$ cat src/rtl/traffic_request_scheduler.sv
// Request scheduler sitting in front of the intersection light FSM.
// Latches vehicle sensor hits per approach and grants them round-robin once the current green has run its minimum time.
module traffic_request_scheduler #(
  parameter int WL = 10
) (
  input  logic          CLK,
  input  logic          RST_N,
  input  logic [7:0]    SENSE,
  input  logic [1:0]    NS,
  input  logic [1:0]    EW,
  input  logic [1:0]    NW,
  input  logic [1:0]    NE,
  input  logic [WL-1:0] MAX_GREEN,
  output logic [7:0]    NSEW,
  output logic [3:0]    PENDING,
  output logic [1:0]    SERVING,
  output logic          BUSY
);

  typedef enum logic [1:0] {
    IDLE  = 2'd0,
    GRANT = 2'd1,
    HOLD  = 2'd2
  } state_t;

  localparam logic [1:0] LIGHT_GREEN = 2'b10;

  state_t        state;
  logic [1:0]    ptr;
  logic [WL-1:0] hold_cnt;

  logic [1:0]    light [4];
  logic [3:0]    sense_hit;
  logic [3:0]    serving_oh;
  logic          serving_green;
  logic [3:0]    set_mask;
  logic [3:0]    clr_mask;
  logic [1:0]    winner;
  logic [WL-1:0] mg_eff;
  logic [WL-1:0] hold_limit;
  logic          hold_done;
  logic          others_waiting;

  // Index of the first requesting approach after p, wrapping back to p itself last.
  function automatic logic [1:0] rr_pick(input logic [3:0] req, input logic [1:0] p);
    logic [1:0] idx;
    rr_pick = p;
    for (int k = 4; k >= 1; k--) begin
      idx = p + 2'(k);
      if (req[idx]) rr_pick = idx;
    end
  endfunction

  function automatic logic [7:0] code_of(input logic [1:0] i);
    return 8'h01 << {i, 1'b0};
  endfunction

  assign light[0] = NS;
  assign light[1] = EW;
  assign light[2] = NW;
  assign light[3] = NE;

  always_comb begin
    // NOTE: every variable gets a default before any conditional assignment, so no latch can be inferred.
    sense_hit = '0;
    for (int i = 0; i < 4; i++) sense_hit[i] = |SENSE[2*i +: 2];
  end

  assign serving_oh    = 4'b0001 << SERVING;
  assign serving_green = (light[SERVING] == LIGHT_GREEN);

  // A car on the approach that is already green is being served, so it raises no new request.
  assign set_mask = sense_hit & ~(((state == HOLD) && serving_green) ? serving_oh : 4'b0000);
  assign clr_mask = ((state == GRANT) && serving_green) ? serving_oh : 4'b0000;

  assign winner         = rr_pick(PENDING, ptr);
  assign mg_eff         = (MAX_GREEN == '0) ? WL'(1) : MAX_GREEN;
  assign hold_limit     = mg_eff - WL'(1);
  assign hold_done      = (hold_cnt >= hold_limit);
  assign others_waiting = |(PENDING & ~serving_oh);

  always_ff @(posedge CLK or negedge RST_N) begin
    if (!RST_N) begin
      state    <= IDLE;
      NSEW     <= 8'h00;
      PENDING  <= 4'b0000;
      SERVING  <= 2'd0;
      BUSY     <= 1'b0;
      hold_cnt <= '0;
      ptr      <= 2'd3;
    end else begin
      // NOTE: non-blocking assignments so every branch below sees the pre-edge PENDING/SERVING values.
      PENDING <= (PENDING | set_mask) & ~clr_mask;
      case (state)
        IDLE: begin
          if (|PENDING) begin
            NSEW    <= code_of(winner);
            SERVING <= winner;
            BUSY    <= 1'b1;
            state   <= GRANT;
          end
        end
        GRANT: begin
          if (serving_green) begin
            ptr      <= SERVING;
            hold_cnt <= '0;
            BUSY     <= 1'b0;
            state    <= HOLD;
          end
        end
        HOLD: begin
          // ptr equals SERVING here, so the scan reaches every other approach first.
          if (hold_done && others_waiting) begin
            NSEW    <= code_of(winner);
            SERVING <= winner;
            BUSY    <= 1'b1;
            state   <= GRANT;
          end else if (hold_cnt != '1) begin
            hold_cnt <= hold_cnt + WL'(1);
          end
        end
        default: state <= IDLE;
      endcase
    end
  end

endmodule

$ cat config.mk
export PLATFORM = sky130hd
export DESIGN_NAME = traffic_request_scheduler
export DESIGN_NICKNAME = d
export VERILOG_FILES = /design/src/rtl/traffic_request_scheduler.sv
export SDC_FILE = /design/constraint.sdc
export NUM_CORES = 1
export LEC_CHECK = 0
export ABC_AREA = 0
export ABC_CLOCK_PERIOD_IN_PS = 3000
export CORE_MARGIN = 2
export CORE_UTILIZATION = 50
export CTS_CLUSTER_DIAMETER = 80
export CTS_CLUSTER_SIZE = 14
export DETAILED_ROUTE_END_ITERATION = 16
export PLACE_DENSITY = 0.78
export SYNTH_ARGS = -nofsm -noshare
export SYNTH_HDL_FRONTEND = slang
export SYNTH_SLANG_ARGS = --single-unit
$ cat constraint.sdc
create_clock -name CLK -period 3 [get_ports CLK]
set_input_delay 0.45 -clock CLK [delete_from_list [all_inputs] [get_ports CLK]]
set_output_delay 0.45 -clock CLK [all_outputs]
set_load 0.02 [all_outputs]
==> results.json, run 1 <==
{
  "dieArea_um2": 4650,
  "worstSetupPathType": "input pin to flop",
  "drt-initial-drc-count": 152,
  "ys.flop_type": "dfrtp_1",
  "worstSetupStartpointType": "input pin",
  "rows": 23,
  "p_leak_nw": 1.16,
  "grt_pass1_wl_um": 8420,
  "min_path_type": "flop to flop",
  "synth-edff-count": 0,
  "finalSetupViolCount": 18,
  "clk_pin_slew_worst_paths_ns": 0.10,
  "synth_top_cell_by_area": "dfrtp_1",
  "worst_pin_slew_ns": 0.723,
  "fin_area_um2": 2810,
  "synth.area.top_cells": "dfrtp_1 (28%), ha_1 (10%), mux2_4 (4.4%)",
  "end_kind": "flop",
  "grt.total_usage": 0.241,
  "clock_skew_ns": 0.00471,
  "die_h_um": 68.2,
  "status": "complete, but fails checks",
  "synth_commonest_cells": "dfrtp_1 (23), nand2_1 (19), ha_1 (17)",
  "grt_max_degree": 26,
  "crit_fanout": 4,
  "async_reset_ff_frac": 1.00,
  "rsz0062_at_grt": "true",
  "synth.avg_cell_area_um2": 9.25,
  "fill_cells": 323,
  "grt_overflow": 0,
  "cts_tree": "built",
  "placed_area_um2": 2670,
  "vias_per_cell": 5.90,
  "vdd_drop_max_uv": 506,
  "layout.nets": 332,
  "seqCellArea_um2": 628,
  "period_minus_slack_ns": 3.12,
  "synth.distinct_cells": 53,
  "syn_inst": 223,
  "io_buffers": 38,
  "finalCritPeriodShare": 1.04,
  "core_area_um2": 3970,
  "cp_data_required_time_ns": 3.17,
  "grt_pass1_vias": 1755,
  "io_pins": 43,
  "maxCapViolations": 0,
  "dp_hpwl_um": 3670,
  "setup_slack_ns": -0.124,
  "syn_to_final_growth_pct": 36.1,
  "multiInputGateArea_um2": 1440,
  "postRouteAntennaNets": 0,
  "cts_made_buffers": 3,
  "wirelength_um": 5350,
  "start_util": 0.519,
  "chipWidth_um": 68.2,
  "synth_most_common_cell": "dfrtp_1",
  "violations": "setup timing",
  "netlist_area_um2": 2060,
  "max_freq_mhz": 320,
  "drc": 0,
  "synth-seq-area-share": 0.305,
  "root_buffer": "clkbuf_8",
  "wl_per_cell_um": 15.9,
  "pwr_density_cell_nw_per_um2": 688,
  "gp_congestion": 0.764,
  "crit_arrival_ns": 3.29,
  "slew_headroom": 0.513,
  "antenna_found_initial": 0,
  "antenna_cells": 0,
  "hold_buffers": 0,
  "drive_above_1_share": 0.301,
  "cts_sinks": 25,
  "ys_ff_latch": 25,
  "synth_warnings": 0,
  "clock_latency_ns": 0.28,
  "synthDominantCellAreaShare": 0.279,
  "hold_violations": 0,
  "cts_max_path_buffers": 2,
  "vias": 1984,
  "htreeDepth": 1,
  "firstDrtPassIters": 4,
  "maxSlewViolCount": 0,
  "place_ws_ns": -0.895
}
[worst max-delay path, cell delays in order]
cell      delay (ns)
buf_8           0.10
nor4_4          0.28
nand2_1         0.13
nor2_2          0.13
a21oi_2         0.08
ha_2            0.18
nor3b_4         0.16
xnor2_1         0.13
ha_1            0.36
nand3_2         0.09
a211oi_2        0.26
nor3_2          0.07
buf_4           0.14
a21o_4          0.22
a211oi_4        0.21
mux2_4          0.31
[per-layer routing]
layer / global-route usage / part of all wire / up-vias
met3: 0.0477 / 0.069 / 12
met2: 0.400 / 0.48 / 84
met5: 0 / 0 / -
met4: 0.0500 / 0.015 / 0
met1: 0.326 / 0.43 / 951
li1: - / - / 937
[where the power goes]
part | internal, W | switching, W
sequential | 0.000447 | 0.000163
clock | 0.0000945 | 0.000119
combinational | 0.000564 | 0.000542
total | 0.00111 | 0.000824
[final timing paths]
check                             start         end  slack, ns  cells past startpoint
setup / recovery           MAX_GREEN[7]        BUSY      -0.12                     16
hold / removal                  NSEW[4]     NSEW[4]       0.53                      1
setup reg to reg             SERVING[0]    state[0]       0.59                      5
hold reg to reg                 NSEW[4]     NSEW[4]       0.53                      1
max in group asynchronous         RST_N      ptr[1]       2.17                      2
min in group asynchronous         RST_N  PENDING[2]       0.54                      2
[metrics by stage]
step,util,setup TNS [ns],total power (W),hold slack [ns],instances
floorplan,-,-1.32,0.00134,0.154,226
global placement,0.671,-14.32,0.00160,0.496,326
detailed placement,0.671,-15.60,0.00163,0.500,326
CTS,0.697,-0.380,0.00187,0.529,334
global route,0.707,-4.39,0.00206,0.543,336
finish,0.707,-1.47,0.00193,0.526,336
[flip-flops by register name (all words and copies together) (netlist names)]
name and count:
SERVING 2, PENDING 4, hold_cnt 10, BUSY 1, NSEW 4, state 2
ptr 2
[area by class of cell]
cell class              instances  share of cell area
multi-input cells             179               0.513
flip-flops and latches         25               0.224
repair buffers                 66               0.208
well taps                      50              0.0223
inverters                      12              0.0160
clock buffers                   3              0.0147
clock inverters                 1             0.00267
[placed cells by master (no fill, tap or decap), drive strengths merged, types with 5 or more instances in the layout]
cell and count:
nand2 19, ha 17, o22a 6, nand3 10
mux2 11, a21oi 9, o211ai 7, inv 12
dfrtp 23, buf 34, nor2 16, clkdlybuf4s50 28
or3 7, a211oi 5, o21ai 16
[cell families after synthesis]
logic type,synth area share
DFF,0.305
xor gates and xnor gates,0.0255
muxes,0.101
AOI/OAI and AO/OA,0.201
other,0.00182
buffers and inverters,0.0655
adders and majority gates,0.103
and+or+nand+nor,0.197
[repair_timing]
item,4_1_cts,5_1_grt
resized for setup,44,6
setup buffers,5,2
hold endpoints to repair,0,0
pin swaps,20,5
setup endpoints to repair,19,19
cloned,1,0
Power figures use the tool's default switching activity.
==> run 2, diff against run 1 <==
- CAP_MARGIN: unset -> 20
- SETUP_SLACK_MARGIN: unset -> 0.5
- SLEW_MARGIN: unset -> 30
==> run 2 against run 1 <==
The flow still finishes with violations (setup timing). First-iteration DRC count decreased by 16%. Worst hold slack better by 0.0083 ns. Sequential power increased by 0.7%. Cell count is 0.89% higher. Maximum frequency shrank 6.2%. Setup slack got worse by 0.20 ns. Largest power group unchanged. Highest routed layer unchanged.
==> results.json, run 2 (synthesis results as in run 1) <==
{
  "placed_area_um2": 2690,
  "io_buffers": 38,
  "endpoint": "NSEW[0]",
  "crit_arrival_ns": 3.50,
  "rsz0062_at_grt": "true",
  "vdd_drop_max_uv": 576,
  "pwr-share-seq": 0.307,
  "start_util": 0.519,
  "antenna_found_initial": 0,
  "slowest_stage": "or3_4",
  "largest_reg_flops": 10,
  "grt.total_usage": 0.248,
  "r2r.worst_path.cells": 10,
  "cts_made_buffers": 3,
  "r2r-start": "hold_cnt[7]",
  "antenna_cells": 0,
  "violations": "setup timing",
  "pwr-share-comb": 0.587,
  "root_buffer": "clkbuf_8",
  "htreeDepth": 1,
  "most-common-layout-cells": "clkdlybuf4s50_1 (28), dfrtp_1 (23), buf_4 (22)",
  "finalCritPeriodShare": 1.11,
  "fill_cells": 276,
  "vias": 1955,
  "cp_cell_sequence": "buf_8 -> nor4_4 -> nand2_1 -> nor2_2 -> a21oi_2 -> ha_2 -> nor3b_4 -> buf_6 -> xnor2_4 -> ha_4 -> a41oi_2 -> or3_4 -> a211oi_2 -> buf_4 -> a21oi_4 -> buf_12 -> mux2_4",
  "startpoint": "MAX_GREEN[5]",
  "clk_pin_slew_worst_paths_ns": 0.10,
  "power_frac_clock": 0.106,
  "drt-initial-drc-count": 127,
  "cts_max_path_buffers": 2,
  "cts_sinks": 25,
  "mostFrequentLayoutCell": "clkdlybuf4s50_1",
  "min_path_type": "flop to flop",
  "maxSlewViolCount": 0,
  "period_minus_slack_ns": 3.33,
  "pwr_density_cell_nw_per_um2": 685,
  "worstSetupStartpointType": "input pin",
  "grt_overflow": 0,
  "slew_headroom": 0.629,
  "clock_skew_ns": 0.00622,
  "worstSetupPathType": "input pin to flop",
  "gp_congestion": 0.778,
  "cts_tree": "built",
  "postRouteAntennaNets": 0,
  "hold_violations": 0,
  "core_area_um2": 3970,
  "status": "complete, but fails checks",
  "end_kind": "flop",
  "grt_pass1_vias": 1896,
  "top_register": "hold_cnt",
  "max_stage_delay_ns": 0.41,
  "chipWidth_um": 68.2,
  "rows": 23,
  "syn_to_final_growth_pct": 41.4,
  "dieArea_um2": 4650,
  "p_int_w": 0.00116,
  "grt_max_degree": 26,
  "crit-reg2reg-capture": "hold_cnt[8]",
  "setup_slack_ns": -0.329,
  "vias_per_cell": 5.77,
  "swShare": 0.419,
  "dp_hpwl_um": 3620,
  "r2r_slack_ns": 0.53,
  "top_regs": "hold_cnt (10), NSEW (4), PENDING (4)",
  "firstDrtPassIters": 4,
  "crit_fanout": 6,
  "holdWs_ns": 0.534,
  "io_pins": 43,
  "clock_latency_ns": 0.28,
  "finalSetupViolCount": 19,
  "final_util": 0.734,
  "drc": 0,
  "drive_above_1_share": 0.318,
  "maxCapViolations": 0,
  "layout.nets": 335,
  "switchingPower_w": 0.000837,
  "wirelength_um": 5590,
  "p_leak_nw": 1.20,
  "max_freq_mhz": 300,
  "worst_pin_slew_ns": 0.551,
  "hold_buffers": 0,
  "die_h_um": 68.2,
  "wl_per_cell_um": 16.5,
  "place_ws_ns": -0.866,
  "cp_data_required_time_ns": 3.17,
  "grt_pass1_wl_um": 8820,
  "fin_area_um2": 2920
}
==> run 2: worst max-delay path: cells and delay by family <==
| family | cells | cell delay (ns) |
|---|---|---|
| xor+xnor | 1 | 0.12 |
| simple gates | 5 | 1.11 |
| buf+inv | 4 | 0.54 |
| fa+ha+maj | 2 | 0.48 |
| mux | 1 | 0.29 |
| compound gates | 4 | 0.49 |
==> run 2: worst min path at each step <==
stage          startpoint      end  slack (ns)  cells past startpoint
6_report          NSEW[6]  NSEW[6]        0.53                      2
5_1_grt              BUSY     BUSY        0.54                      1
3_5_place_dp      NSEW[4]  NSEW[4]        0.51                      1
3_3_place_gp         BUSY     BUSY        0.50                      1
4_1_cts              BUSY     BUSY        0.53                      1
2_1_floorplan       RST_N     BUSY        0.15                      0
==> run 2: area by class of cell <==
| cell class | instances | area [um^2] | area share |
|---|---|---|---|
| Clock inverter | 1 | 7.51 | 0.00257 |
| Inverter | 12 | 45.0 | 0.0154 |
| Tap cell | 50 | 62.6 | 0.0215 |
| Clock buffer | 3 | 41.3 | 0.0142 |
| Sequential cell | 25 | 628 | 0.215 |
| Multi-Input combinational cell | 178 | 1470 | 0.505 |
| Timing Repair Buffer | 70 | 661 | 0.227 |
==> run 2: power by group through the flow <==
stage	registers, W	clock network (W)	logic [W]
2_1_floorplan	0.000597	0	0.000746
3_3_place_gp	0.000607	0	0.00106
3_5_place_dp	0.000612	0	0.00107
4_1_cts	0.000607	0.000218	0.00114
5_1_grt	0.000630	0.000232	0.00127
6_report	0.000614	0.000212	0.00117
==> run 2: stage by stage <==
stage          total power, W  setup TNS (ns)  instances
2_1_floorplan         0.00134           -1.32        226
3_3_place_gp          0.00166          -13.37        327
3_5_place_dp          0.00169          -14.69        327
4_1_cts               0.00197           -1.69        336
5_1_grt               0.00213           -6.73        339
6_report              0.00200           -4.95        339
==> run 2: layer usage <==
| metal | up-vias | track usage | part of all wire |
|---|---|---|---|
| met5 | - | 0 | 0 |
| met4 | 0 | 0.0600 | 0.0050 |
| met3 | 4 | 0.0543 | 0.047 |
| met2 | 51 | 0.398 | 0.48 |
| met1 | 957 | 0.341 | 0.47 |
| li1 | 943 | - | - |
==> run 2: what timing repair did <==
item                       CTS  global route
resized for setup           45            14
gates cloned                 0             1
setup buffers                5             2
hold endpoints to repair     0             0
setup endpoints to repair   19            19
pin swaps                   29            15
